`src/rtl/mac_window_sequencer_if.sv`:
```
// Bundle of weight-write, pixel, MAC-operand and result signals around the window sequencer.
// No storage or latency of its own; every signal is a plain wire.
// Backpressure uses wt_ready / pix_ready / result_ready. The MAC side has none.
// Modports:
//   slave  : the sequencer itself (drives ready/operand/result outputs)
//   master : its environment (weight writer, window generator, MAC, result sink)
interface mac_window_sequencer_if #(
    parameter int DATA_W = 8,
    parameter int ACC_W  = 17
);
    logic              wt_wr_en;
    logic [3:0]        wt_wr_addr;
    logic [DATA_W-1:0] wt_wr_data;
    logic              wt_ready;
    logic              pix_valid;
    logic [DATA_W-1:0] pix_data;
    logic              pix_ready;
    logic [DATA_W-1:0] kernel_weights;
    logic [DATA_W-1:0] in_pix;
    logic              mac_valid;
    logic              mac_first;
    logic              mac_last;
    logic [ACC_W-1:0]  mac_out_pix;
    logic              mac_done;
    logic              result_valid;
    logic [ACC_W-1:0]  result_data;
    logic              result_ready;
    logic              err_timeout;

    modport slave (
        input  wt_wr_en, wt_wr_addr, wt_wr_data, pix_valid, pix_data,
               mac_out_pix, mac_done, result_ready,
        output wt_ready, pix_ready, kernel_weights, in_pix, mac_valid,
               mac_first, mac_last, result_valid, result_data, err_timeout
    );

    modport master (
        output wt_wr_en, wt_wr_addr, wt_wr_data, pix_valid, pix_data,
               mac_out_pix, mac_done, result_ready,
        input  wt_ready, pix_ready, kernel_weights, in_pix, mac_valid,
               mac_first, mac_last, result_valid, result_data, err_timeout
    );
endinterface

```
`src/rtl/mac_window_sequencer.sv`:
```
// Buffers a TAPS-entry kernel and TAPS-pixel window, streams (weight,pixel) pairs to the MAC, returns its result.
// Pairs appear on the TAPS cycles after the last pixel accept; result_valid rises one cycle after mac_done.
// pix_ready only in IDLE/LOAD, wt_ready low only while streaming; result held until result_ready.
// Ports: clk, rst (async, active high) and bus (mac_window_sequencer_if.slave) carrying
//   weight writes, pixel valid/ready, MAC operands/flags, MAC result/done, result valid/ready, err_timeout.
module mac_window_sequencer #(
    parameter int DATA_W  = 8,
    parameter int TAPS    = 9,
    parameter int ACC_W   = 17,
    parameter int TIMEOUT = 32
) (
    input logic                   clk,
    input logic                   rst,
    mac_window_sequencer_if.slave bus
);
    localparam int CW = (TAPS > 1) ? $clog2(TAPS) : 1;
    localparam int TW = (TIMEOUT > 1) ? $clog2(TIMEOUT) : 1;

    typedef enum logic [2:0] {IDLE, LOAD, STREAM, WAIT, HOLD} state_t;

    state_t            state, state_nxt;
    logic [CW-1:0]     cnt, cnt_nxt;      // pixel index while loading, pair index while streaming
    logic [TW-1:0]     tmr, tmr_nxt;      // cycles spent in WAIT
    logic [DATA_W-1:0] w_q   [TAPS];
    logic [DATA_W-1:0] w_nxt [TAPS];
    logic [DATA_W-1:0] p_q   [TAPS];
    logic [DATA_W-1:0] p_nxt [TAPS];

    logic              wt_ready_nxt, pix_ready_nxt;
    logic              mac_valid_nxt, mac_first_nxt, mac_last_nxt;
    logic [DATA_W-1:0] kw_nxt, ip_nxt;
    logic              result_valid_nxt, err_nxt;
    logic [ACC_W-1:0]  result_data_nxt;

    always_ff @(posedge clk or posedge rst) begin
        if (rst) begin
            state <= IDLE;
            cnt   <= '0;
            tmr   <= '0;
            for (int i = 0; i < TAPS; i++) begin
                w_q[i] <= '0;
                p_q[i] <= '0;
            end
            bus.wt_ready       <= 1'b1;
            bus.pix_ready      <= 1'b1;
            bus.kernel_weights <= '0;
            bus.in_pix         <= '0;
            bus.mac_valid      <= 1'b0;
            bus.mac_first      <= 1'b0;
            bus.mac_last       <= 1'b0;
            bus.result_valid   <= 1'b0;
            bus.result_data    <= '0;
            bus.err_timeout    <= 1'b0;
        end else begin
            state <= state_nxt;
            cnt   <= cnt_nxt;
            tmr   <= tmr_nxt;
            w_q   <= w_nxt;
            p_q   <= p_nxt;
            bus.wt_ready       <= wt_ready_nxt;
            bus.pix_ready      <= pix_ready_nxt;
            bus.kernel_weights <= kw_nxt;
            bus.in_pix         <= ip_nxt;
            bus.mac_valid      <= mac_valid_nxt;
            bus.mac_first      <= mac_first_nxt;
            bus.mac_last       <= mac_last_nxt;
            bus.result_valid   <= result_valid_nxt;
            bus.result_data    <= result_data_nxt;
            bus.err_timeout    <= err_nxt;
        end
    end

    always_comb begin
        state_nxt        = state;
        cnt_nxt          = cnt;
        tmr_nxt          = tmr;
        w_nxt            = w_q;
        p_nxt            = p_q;
        result_valid_nxt = bus.result_valid;
        result_data_nxt  = bus.result_data;
        err_nxt          = bus.err_timeout;
        wt_ready_nxt     = 1'b1;
        pix_ready_nxt    = 1'b0;
        kw_nxt           = '0;
        ip_nxt           = '0;
        mac_valid_nxt    = 1'b0;
        mac_first_nxt    = 1'b0;
        mac_last_nxt     = 1'b0;

        // wt_ready is low for the whole stream, so the kernel is frozen while pairs go out.
        if (bus.wt_wr_en && bus.wt_ready && (32'(bus.wt_wr_addr) < TAPS))
            w_nxt[bus.wt_wr_addr] = bus.wt_wr_data;

        unique case (state)
            IDLE, LOAD: begin
                if (bus.pix_valid && bus.pix_ready) begin
                    p_nxt[cnt] = bus.pix_data;
                    if (32'(cnt) == TAPS - 1) begin
                        state_nxt = STREAM;
                        cnt_nxt   = '0;
                    end else begin
                        state_nxt = LOAD;
                        cnt_nxt   = cnt + CW'(1);
                    end
                end
            end
            STREAM: begin
                if (32'(cnt) == TAPS - 1) begin
                    state_nxt = WAIT;
                    cnt_nxt   = '0;
                    tmr_nxt   = '0;
                end else begin
                    cnt_nxt = cnt + CW'(1);
                end
            end
            WAIT: begin
                // A done arriving in the final allowed cycle still wins over the timeout.
                if (bus.mac_done) begin
                    state_nxt        = HOLD;
                    result_valid_nxt = 1'b1;
                    result_data_nxt  = bus.mac_out_pix;
                end else if (32'(tmr) == TIMEOUT - 1) begin
                    state_nxt = IDLE;
                    err_nxt   = 1'b1;
                end else begin
                    tmr_nxt = tmr + TW'(1);
                end
            end
            HOLD: begin
                if (bus.result_ready) begin
                    result_valid_nxt = 1'b0;
                    state_nxt        = IDLE;
                end
            end
            default: state_nxt = IDLE;
        endcase

        // Outputs are registered, so they are decoded from the next state. Operands come
        // from the next buffer contents so the pixel accepted on the entry edge is visible.
        pix_ready_nxt = (state_nxt == IDLE) || (state_nxt == LOAD);
        wt_ready_nxt  = (state_nxt != STREAM);
        if (state_nxt == STREAM) begin
            kw_nxt        = w_nxt[cnt_nxt];
            ip_nxt        = p_nxt[cnt_nxt];
            mac_valid_nxt = 1'b1;
            mac_first_nxt = (cnt_nxt == '0);
            mac_last_nxt  = (32'(cnt_nxt) == TAPS - 1);
        end
    end
endmodule

```
`src/flat_wrapper.sv`:
```
// flat-port wrapper written by rule: the top's interface ports become plain ports
module mac_window_sequencer_flat 
#(
    parameter int DATA_W  = 8,
    parameter int TAPS    = 9,
    parameter int ACC_W   = 17,
    parameter int TIMEOUT = 32
)
  (clk, rst, bus_wt_wr_en, bus_wt_wr_addr, bus_wt_wr_data, bus_pix_valid, bus_pix_data, bus_mac_out_pix, bus_mac_done, bus_result_ready, bus_wt_ready, bus_pix_ready, bus_kernel_weights, bus_in_pix, bus_mac_valid, bus_mac_first, bus_mac_last, bus_result_valid, bus_result_data, bus_err_timeout);
  mac_window_sequencer_if #(.DATA_W(DATA_W), .ACC_W(ACC_W)) bus_i ();
  input logic clk;
  input logic rst;
  input wire logic [$bits(bus_i.wt_wr_en)-1:0] bus_wt_wr_en;
  input wire logic [$bits(bus_i.wt_wr_addr)-1:0] bus_wt_wr_addr;
  input wire logic [$bits(bus_i.wt_wr_data)-1:0] bus_wt_wr_data;
  input wire logic [$bits(bus_i.pix_valid)-1:0] bus_pix_valid;
  input wire logic [$bits(bus_i.pix_data)-1:0] bus_pix_data;
  input wire logic [$bits(bus_i.mac_out_pix)-1:0] bus_mac_out_pix;
  input wire logic [$bits(bus_i.mac_done)-1:0] bus_mac_done;
  input wire logic [$bits(bus_i.result_ready)-1:0] bus_result_ready;
  output wire logic [$bits(bus_i.wt_ready)-1:0] bus_wt_ready;
  output wire logic [$bits(bus_i.pix_ready)-1:0] bus_pix_ready;
  output wire logic [$bits(bus_i.kernel_weights)-1:0] bus_kernel_weights;
  output wire logic [$bits(bus_i.in_pix)-1:0] bus_in_pix;
  output wire logic [$bits(bus_i.mac_valid)-1:0] bus_mac_valid;
  output wire logic [$bits(bus_i.mac_first)-1:0] bus_mac_first;
  output wire logic [$bits(bus_i.mac_last)-1:0] bus_mac_last;
  output wire logic [$bits(bus_i.result_valid)-1:0] bus_result_valid;
  output wire logic [$bits(bus_i.result_data)-1:0] bus_result_data;
  output wire logic [$bits(bus_i.err_timeout)-1:0] bus_err_timeout;
  assign bus_i.wt_wr_en = bus_wt_wr_en;
  assign bus_i.wt_wr_addr = bus_wt_wr_addr;
  assign bus_i.wt_wr_data = bus_wt_wr_data;
  assign bus_i.pix_valid = bus_pix_valid;
  assign bus_i.pix_data = bus_pix_data;
  assign bus_i.mac_out_pix = bus_mac_out_pix;
  assign bus_i.mac_done = bus_mac_done;
  assign bus_i.result_ready = bus_result_ready;
  assign bus_wt_ready = bus_i.wt_ready;
  assign bus_pix_ready = bus_i.pix_ready;
  assign bus_kernel_weights = bus_i.kernel_weights;
  assign bus_in_pix = bus_i.in_pix;
  assign bus_mac_valid = bus_i.mac_valid;
  assign bus_mac_first = bus_i.mac_first;
  assign bus_mac_last = bus_i.mac_last;
  assign bus_result_valid = bus_i.result_valid;
  assign bus_result_data = bus_i.result_data;
  assign bus_err_timeout = bus_i.err_timeout;
  mac_window_sequencer #(.DATA_W(DATA_W), .TAPS(TAPS), .ACC_W(ACC_W), .TIMEOUT(TIMEOUT)) u_core (.clk(clk), .rst(rst), .bus(bus_i));
endmodule
```
`config.mk`:
```
export PLATFORM = sky130hd
export DESIGN_NAME = mac_window_sequencer_flat
export DESIGN_NICKNAME = d
export VERILOG_FILES = /design/src/rtl/mac_window_sequencer_if.sv /design/src/rtl/mac_window_sequencer.sv /design/src/flat_wrapper.sv
export SDC_FILE = /design/constraint.sdc
export NUM_CORES = 1
export LEC_CHECK = 0
export BUFFER_PORTS_ARGS = -buffer_cell sky130_fd_sc_hd__buf_2
export CAP_MARGIN = 20
export CORE_MARGIN = 3
export CORE_UTILIZATION = 54
export CTS_BUF_LIST = sky130_fd_sc_hd__clkbuf_16
export CTS_CLUSTER_SIZE = 10
export DETAILED_ROUTE_END_ITERATION = 10
export PLACE_DENSITY = 0.78
export RECOVER_POWER = 50
export SYNTH_ARGS = -nofsm -noshare
export SYNTH_HDL_FRONTEND = slang
export SYNTH_SLANG_ARGS = --single-unit
```
`constraint.sdc`:
```
create_clock -name clk -period 5.9 [get_ports clk]
set_input_delay 0.295 -clock clk [delete_from_list [all_inputs] [get_ports clk]]
set_output_delay 0.295 -clock clk [all_outputs]
set_load 0.02 [all_outputs]
```
==> results.cfg <==
[status]
status = complete, but fails checks
failed_checks = max-capacitance violations, max-slew violations

[cts]
cts-root-buf = clkbuf_16
insertion_delay_ps = 440
cts_max_level = 4
tritoncts = done
path_clk_slew_ps = 70
cts_buffer_depth = 2
cts_setup_buffers = 0
cts_num_sinks = 196
numCtsBuffers = 17
cts_resized = 0
hold_buffers = 0

[layout]
syn_to_final_growth_pct = 11.25
layout_common_cells = dfrtp_1, mux2_2, and3_1
final_common_cell = dfrtp_1
fin_cells = 1090
diodes = 0
filler_cell_count = 1380
layout.nets = 907
drive_gt1_frac = 0.1805

[route]
via_per_inst = 6.550
wl_per_cell_um = 21.91
via_count = 7139
drt_iter0_markers = 809
drtPass1Iterations = 7
ant_nets = 0
routed_wl_um = 23880
drcViolationCount = 0

[critical_path]
cp_max_fo = 27
critical_path.startpoint_type = register
required_ps = 6250
cp_cell_sequence = clkinv_1 > o21ai_2 > o22a_2 > inv_2 > a2111oi_4 > buf_4 > nand2_1 > o21ai_0
critPathTopFamily = compound AO/OA/AOI/OAI gates
crit_path_end_kind = register
worst-path-buf-inv = 3
crit_type = reg2reg
arrival_ps = 3720
slowest_delay_ps = 770
slowest_stage = dfrtp_1

[floorplan]
core_area_um2 = 16820
die_area_um2 = 19060
fp.dieH_um = 138.1
die_w_um = 138.1
start_util = 0.5600
rows = 47
io_pins = 83

[sta]
rsz0062_at_grt = false
holdWs_ps = 73.71
worst_pin_slew_ps = 2794
period_share = 0.5713
fin_setup_tns_ps = 0
slew-limit-headroom = -0.8630
fin_skew_ps = 8.600
slew_violations = 137
max_freq_mhz = 296.7
hold_viol = 0
finalSetupViolations = 0
period_minus_slack_ps = 3371

[power]
switching_share = 0.3945
p_comb_frac = 0.430
total_power_mw = 5.688
powerDensity_nw_per_um2 = 542.9
clkPwrFrac = 0.205
power.share.sequential = 0.365
p_sw_mw = 2.244
p_int_mw = 3.444
ir_drop_mv = 0.3266
p_leak_nw = 5.227

[yosys]
synth_cell_types = 67
ys.flop_type = dfrtp_1
yosys_register_bits = 196
syn_inst = 803
syn_avg_cell_area_um2 = 11.73
synth_area_leader_cell = dfrtp_1
netlist_top_cells_area = dfrtp_1, mux2_2, a21o_1
ys_async_sr_fraction = 1.000
yosys.area.top_type_share = 0.5155
syn_nets = 852
synth-edff-count = 0
syn_area_um2 = 9418
yosysSeqAreaShare = 0.5211
yosysWarnings = 0

[global_route]
grt_pass1_wl_um = 39070
grtUsageTotal = 0.2515
grt_pass1_vias = 7165
antenna_found_initial = 0
grt-ovfl-total = 0
grt_max_degree = 137

[placement]
hpwl_um = 15190
routabilityCongestion = 0.8631
io_buffers = 82
placedCellCount = 1057

[worst_hold_path]
min-delay-path-class = in2reg

[job]
drv_cap = 2
-- synth_stat cells, drive strengths merged, types with 3 or more instances --
| cell | n |
|---|---|
| inv | 49 |
| a21oi | 13 |
| nand4bb | 3 |
| o21a | 9 |
| and3 | 52 |
| a22o | 9 |
| o21ai | 50 |
| a2111oi | 41 |
| nand3b | 4 |
| o22ai | 7 |
| o221ai | 24 |
| dfrtp | 194 |
| mux2i | 33 |
| nand3 | 7 |
| clkbuf | 29 |
| mux2 | 65 |
| ha | 6 |
| nor2b | 4 |
| buf | 25 |
| nor2 | 12 |
| nor4 | 9 |
| a221oi | 40 |
| o2111ai | 9 |
| nand2 | 28 |
| a21o | 48 |
-- state kept, by name (all words and copies together) (netlist names) --
name and cells:
u_core.bus.mac_valid 1, u_core.bus.pix_ready 1, u_core.bus.in_pix 8, u_core.bus.err_timeout 1
u_core.state 3, u_core.bus.mac_first 1, u_core.bus.result_data 17, u_core.bus.kernel_weights 8
u_core.tmr 5, u_core.w_q 72, u_core.bus.wt_ready 1, u_core.bus.result_valid 1
u_core.cnt 4, u_core.bus.mac_last 1, u_core.p_q 72
-- cells by family after synthesis --
kind of cell	share of synthesized area
DFF	0.5211
AOI/OAI and AO/OA	0.2185
buffers and inverters	0.04809
muxes	0.1132
and+or+nand+nor	0.09021
adders and majority gates	0.007971
xor gates and xnor gates	0.0009302
-- routing by layer --
| layer | vias to the layer above | wire length (um) | GRT usage |
|---|---|---|---|
| met3 | 48 | 1474 | 0.05905 |
| met5 | - | 0 | 0 |
| met2 | 289 | 11210 | 0.3975 |
| li1 | 3198 | - | - |
| met4 | 0 | 505 | 0.07592 |
| met1 | 3604 | 10690 | 0.3501 |
-- power groups by stage --
stage / Clock (mW) / Sequential (mW) / Combinational [mW]
final: 1.17 / 2.07 / 2.45
after global routing: 1.24 / 2.13 / 2.65
after CTS: 1.18 / 2.07 / 2.41
after detailed placement: 0 / 2.09 / 2.38
after global placement: 0 / 2.07 / 2.33
after floorplan: 0 / 2.10 / 1.76
-- path summary, 6_finish.rpt --
path | from | to | slack [ps] | cells past startpoint
max | u_core.state[2] | u_core.bus.kernel_weights[6] | 2530 | 8
min | bus_result_ready | u_core.state[2] | 70 | 2
max reg2reg | u_core.state[2] | u_core.bus.kernel_weights[6] | 2530 | 8
min reg2reg | u_core.p_q[46] | u_core.p_q[46] | 480 | 1
max in group asynchronous | rst | u_core.w_q[20] | 2630 | 3
min in group asynchronous | rst | u_core.w_q[39] | 750 | 2
-- layout make-up --
type	instances	area, um2	area share
sequential	196	4907	0.4684
inverter	50	191.4	0.01827
clock inverter	14	160.2	0.01529
multi-input combinational	503	4080	0.3894
tap	220	275.3	0.02627
clock buffer	17	425.4	0.04060
timing repair buffer	90	437.9	0.04180
-- metrics by stage --
stage                 util  cell area [um2]  worst slack (ps)
floorplan                -             9418             267.7
global placement    0.5894             9913              2570
detailed placement  0.5894             9913              2292
CTS                 0.6242            10500              2280
global route        0.6230            10480              1883
finish              0.6230            10480              2529
Note: power is estimated with default switching activity, not from simulation.
